==> config.mk <==
export PLATFORM = sky130hd
export DESIGN_NAME = wb_scoreboard
export DESIGN_NICKNAME = d
export VERILOG_FILES = /design/src/rtl/wb_scoreboard.sv
export SDC_FILE = /design/constraint.sdc
export NUM_CORES = 1
export LEC_CHECK = 0
export BUFFER_PORTS_ARGS = -buffer_cell sky130_fd_sc_hd__buf_2
export CAP_MARGIN = 40
export CORE_MARGIN = 2
export CORE_UTILIZATION = 50
export CTS_CLUSTER_SIZE = 30
export DETAILED_ROUTE_END_ITERATION = 8
export PLACE_DENSITY = 0.7
export SLEW_MARGIN = 40
export SYNTH_ARGS = -nofsm -noshare
export SYNTH_HDL_FRONTEND = slang
export SYNTH_SLANG_ARGS = --single-unit
==> constraint.sdc <==
create_clock -name clk -period 4.9 [get_ports clk]
set_clock_uncertainty 0.15 [all_clocks]
set_input_delay 0.49 -clock clk [delete_from_list [all_inputs] [get_ports clk]]
set_output_delay 0.49 -clock clk [all_outputs]
set_load 0.02 [all_outputs]
==> src/rtl/wb_scoreboard.sv <==
// wb_scoreboard: MEM/WB pipeline register, writeback mux and per-register pending-write scoreboard.
module wb_scoreboard (
  input  logic        clk,
  input  logic        rst_n,
  input  logic        issue_valid,
  input  logic        issue_regwrite,
  input  logic [4:0]  issue_dest,
  input  logic [4:0]  rs,
  input  logic [4:0]  rt,
  output logic        stall,
  input  logic        mem_valid,
  input  logic        mem_kill,
  input  logic        mem_regwrite,
  input  logic        mem_memtoreg,
  input  logic        mem_link,
  input  logic [4:0]  mem_writereg,
  input  logic [31:0] mem_aluresult,
  input  logic [31:0] mem_readdata,
  input  logic [31:0] mem_pc8,
  output logic        RegWrite,
  output logic [4:0]  writereg,
  output logic [31:0] writedata,
  output logic        sb_err
);
  logic        r_wb_valid, r_wb_regwrite, r_wb_memtoreg, r_wb_link;
  logic [4:0]  r_wb_writereg;
  logic [31:0] r_wb_aluresult, r_wb_readdata, r_wb_pc8;
  logic [1:0]  r_cnt [32];
  logic [1:0]  w_cnt_nxt [32];
  logic        r_sb_err, w_err;
  logic [31:0] w_inc, w_dec_wb, w_dec_kill;
  logic [3:0]  w_sum;
  logic        w_busy_rs, w_busy_rt;
  always_ff @(posedge clk or negedge rst_n)
    if (!rst_n) begin
      r_wb_valid     <= 1'b0;
      r_wb_regwrite  <= 1'b0;
      r_wb_memtoreg  <= 1'b0;
      r_wb_link      <= 1'b0;
      r_wb_writereg  <= '0;
      r_wb_aluresult <= '0;
      r_wb_readdata  <= '0;
      r_wb_pc8       <= '0;
    end else begin
      r_wb_valid     <= mem_valid & ~mem_kill;
      r_wb_regwrite  <= mem_regwrite;
      r_wb_memtoreg  <= mem_memtoreg;
      r_wb_link      <= mem_link;
      r_wb_writereg  <= mem_writereg;
      r_wb_aluresult <= mem_aluresult;
      r_wb_readdata  <= mem_readdata;
      r_wb_pc8       <= mem_pc8;
    end
  // Link always targets r31, so a zero destination field must not suppress it.
  assign RegWrite  = r_wb_valid & r_wb_regwrite & (r_wb_link | (r_wb_writereg != 5'd0));
  assign writereg  = r_wb_link ? 5'd31 : r_wb_writereg;
  assign writedata = r_wb_link ? r_wb_pc8 : r_wb_memtoreg ? r_wb_readdata : r_wb_aluresult;
  assign sb_err    = r_sb_err;
  // A claim retiring this cycle is visible to ID through the falling-edge register-file write.
  assign w_busy_rs = (rs != 5'd0) & (r_cnt[rs] != 2'd0) & ~(RegWrite & (writereg == rs) & (r_cnt[rs] == 2'd1));
  assign w_busy_rt = (rt != 5'd0) & (r_cnt[rt] != 2'd0) & ~(RegWrite & (writereg == rt) & (r_cnt[rt] == 2'd1));
  assign stall     = issue_valid & (w_busy_rs | w_busy_rt);
  assign w_inc      = (issue_valid & issue_regwrite & ~stall) ? (32'd1 << issue_dest) : 32'd0;
  assign w_dec_wb   = RegWrite ? (32'd1 << writereg) : 32'd0;
  assign w_dec_kill = (mem_valid & mem_kill & mem_regwrite) ? (32'd1 << mem_writereg) : 32'd0;
  // Sum range is -2..4; bit 2 set means under- or overflow, so the counter holds.
  always_comb begin
    w_err = 1'b0;
    w_sum = 4'd0;
    w_cnt_nxt = r_cnt;
    for (int i = 1; i < 32; i++) begin
      w_sum = {2'b0, r_cnt[i]} + {3'b0, w_inc[i]} - {3'b0, w_dec_wb[i]} - {3'b0, w_dec_kill[i]};
      w_cnt_nxt[i] = w_sum[2] ? r_cnt[i] : w_sum[1:0];
      w_err = w_err | w_sum[2];
    end
  end
  always_ff @(posedge clk or negedge rst_n)
    if (!rst_n) begin
      r_sb_err <= 1'b0;
      for (int i = 0; i < 32; i++) r_cnt[i] <= 2'd0;
    end else begin
      r_sb_err <= r_sb_err | w_err;
      for (int i = 1; i < 32; i++) r_cnt[i] <= w_cnt_nxt[i];
    end
endmodule
==> summary.md <==
| Metric | Value |
|---|---|
| Register area share after synthesis | 39.9% |
| Post-route DRC | 0 |
| Leakage | 6.41 nW |
| Routed length per instance | 19.9 um |
| Final WS setup | 0.663 ns |
| DP Wirelength | 22,500 um |
| DR pass1 iterations | 5 |
| Placeable Area | 0.0208 mm^2 |
| CP Launch Type | register |
| Crit path buffers/inverters | 2 |
| Setup WS pre-CTS | 0.536 ns |
| Fmax | 236 MHz |
| Final Hold Fails | 0 |
| Most common flop cell mapped by yosys | dfrtp_1 |
| Vias in the first global route | 8,969 |
| Largest net degree at the start of global routing | 98 |
| Max-cap violations | 0 |
| Vias | 8,600 |
| Clk root buf | clkbuf_16 |
| Die Y | 149 um |
| FP Rows | 53 |
| Worst skew pair latency | 0.46 ns |
| Tcrit/Tclk final | 86.5% |
| Critical Path Max Stage Delay | 0.59 ns |
| CP Class | register to register |
| Setup_tns | 0 ns |
| Critical Path, Cell by Cell | nor2_1 > a21oi_2 > nand2_1 > o31ai_1 > a32oi_4 > buf_6 > buf_6 > nor3_2 > ha_1 > ha_1 > xnor2_1 > nand4_1 > nor4_1 > nand2_1 |
| DRC marker count from the first detailed-route iteration | 688 |
| Layout cell share with drive strength beyond 1 | 24.8% |
| CTS clk-pin slew, worst paths | 0.08 ns |
| Via density | 5.52 |
| Number of synthesized flops with an enable pin | 0 |
| P&R area growth vs syn | 27.1% |
| Die area | 0.0222 mm^2 |
| # setup viols final | 0 |
| Synthesized area | 0.0105 mm^2 |
| First-pass GRT wire length | 48,900 um |
| Crit path max-delay family | simple AND/OR/NAND/NOR gates |
| H-tree levels | 4 |
| CTS resizes | 0 |
| Total power | 4.18 mW |
| CTS Buf Count | 17 |
| Post-synth cell types | 51 |
| Post-layout minimum cycle time | 4.24 ns |
| Seq cells post-synth | 168 |
| GP Congestion | 0.999 |
| CP required | 5.09 ns |
| Total Wirelength | 31,100 um |
| Grt ovf | 0 |
| Slew Limit Fails | 0 |
| # nets final | 1,515 |
| Highest-count cells in the layout ignoring fill and taps | 166 x dfrtp_1, 163 x buf_2, 153 x nand2_1 |
| Asr flop ratio synth | 100% |
| Least-Margin Pin Slew | 0.727 ns |
| Number of I/O port buffers | 164 |
| Post-DRT Antenna Nets | 0 |
| Synthesized area per cell | 10.6 um^2 |
| Slowest stage cell, crit path | dfrtp_1 |
| Crit path max fanout | 9 |
| Synth Instances | 994 |
| CTS Sinks | 168 |
| Most common cell after layout, fill and taps aside | dfrtp_1 |
| CP Capture Type | register |
| PwrDens | 312 mW/mm^2 |
| Die width | 149 um |
| CTS tree | built |
| GRT Overall Usage | 29.7% |
| IO Pins | 165 |
| Clk buf depth | 2 |
| Finished Core Util | 64.2% |
| Worst EP arrival | 4.43 ns |
| Status | finished, final reports clean |
| Hold crit path type | input port to register |
| Relative slew slack | 51.2% |
| Initial core utilization | 50.5% |
| Unrepaired setup endpoints after global routing | no |
| Syn_nets | 1,243 |
| Peak supply drop | 0.205 mV |
| Warnings from Yosys | 2 |
| Antenna violations before repair | 4 |
==> stage by stage <==
step | std cells | hold WS (ns) | instance area (um^2)
6_report | 1559 | 0.0100 | 13400
2_1_floorplan | 994 | 0.0444 | 10500
5_1_grt | 1556 | 0.00226 | 13400
4_1_cts | 1552 | 0.000958 | 13300
3_5_place_dp | 1426 | 0.423 | 11700
3_3_place_gp | 1423 | 0.425 | 11700
==> cell families (layout without fill, tap and decap cells) <==
family,count (synthesis),count (layout),share of synthesized area (%)
AO/OA/AOI/OAI,107,107,5.94
flip-flops,168,168,39.9
adder cells (fa/ha/maj),124,124,17.0
other,0,5,0
buffers and inverters,155,440,6.47
XOR/XNOR,37,37,3.08
AND/OR/NAND/NOR,312,312,15.0
multiplexers,91,91,12.6
==> worst register-to-register path, stage by stage, from the launching register on <==
cell and delay (ns):
dfrtp_1 0.59, nor2_1 0.23, a21oi_2 0.43, nand2_1 0.15
o31ai_1 0.50, a32oi_4 0.28, buf_6 0.22, buf_6 0.15
nor3_2 0.18, ha_1 0.17, ha_1 0.15, xnor2_1 0.25
nand4_1 0.26, nor4_1 0.35, nand2_1 0.08
==> state kept, by name, indices dropped and copies added, names as in the netlist, 5 cells and up <==
name and flops:
r_cnt 62, r_wb_aluresult 32, r_wb_pc8 32, r_wb_readdata 32
r_wb_writereg 5
==> path summary, 6_finish.rpt <==
kind                              startpoint                  to  slack (ns)  cells past startpoint
setup / recovery            r_wb_writereg[4]              sb_err        0.66                     14
hold / removal             mem_aluresult[29]  r_wb_aluresult[29]        0.01                      1
setup reg to reg            r_wb_writereg[4]              sb_err        0.66                     14
hold reg to reg                    r_cnt[45]           r_cnt[45]        0.44                      2
max in group asynchronous              rst_n    r_wb_readdata[2]        3.08                      4
min in group asynchronous              rst_n           r_cnt[59]        0.36                      2
==> timing repair <==
item	in CTS	in global routing
hold endpoints to repair	188	1
setup buffers	0	0
setup endpoints to repair	0	0
hold buffers	94	1
==> where the power goes <==
part	switching [mW]	internal (mW)
logic	0.546	0.462
registers	0.180	1.55
clock network	0.723	0.712
total	1.45	2.73
==> final cells by class <==
type                       instances  area, um^2
antenna                            5        12.5
clock buffer                      17         425
clock inverter                    15         211
fill                            1591        7440
inverter                         114         428
multi-input combinational        671        5670
sequential                       168        4210
tap                              275         344
timing repair buffer             294        2080
==> routing by layer <==
| metal | wire length, um | track usage [%] | vias to the layer above |
|---|---|---|---|
| met5 | 0 | 0 | - |
| met4 | 1530 | 14.8 | 0 |
| met3 | 2230 | 5.99 | 107 |
| met2 | 15400 | 50.2 | 392 |
| met1 | 11900 | 36.4 | 4192 |
| li1 | - | - | 3909 |
==> synthesized netlist by cell type (3+ instances only) <==
cell type  number  share of area, %
nor4bb_1        4              0.38
o21ai_0        77               3.7
or3_1           4              0.24
o31ai_1         4              0.29
nor2_1         50               1.8
xnor2_1        35               2.9
buf_2           9              0.43
nand2b_1        7              0.42
mux2_2         21               2.2
nand3_1        11              0.52
nor2b_1         7              0.42
and3_1          4              0.24
mux4_1          8               2.0
mux4_2         20               4.3
o22a_1          4              0.33
clkbuf_1       15              0.53
buf_6           8              0.86
a221oi_1        3              0.25
nand4_1        10              0.59
nor3_1          9              0.43
buf_1           5              0.18
nand2_1       153               5.5
nor4_1          4              0.24
nor3_2         28               2.7
mux2i_1        40               3.8
or2_2           5              0.30
dfrtp_1       168                40
buf_4           3              0.21
nand3b_1        4              0.29
inv_1         113               4.0
fa_1           31               5.9
and2_1          3              0.18
a21oi_1         9              0.43
ha_1           93                11
(Power assumes the default switching activity.)
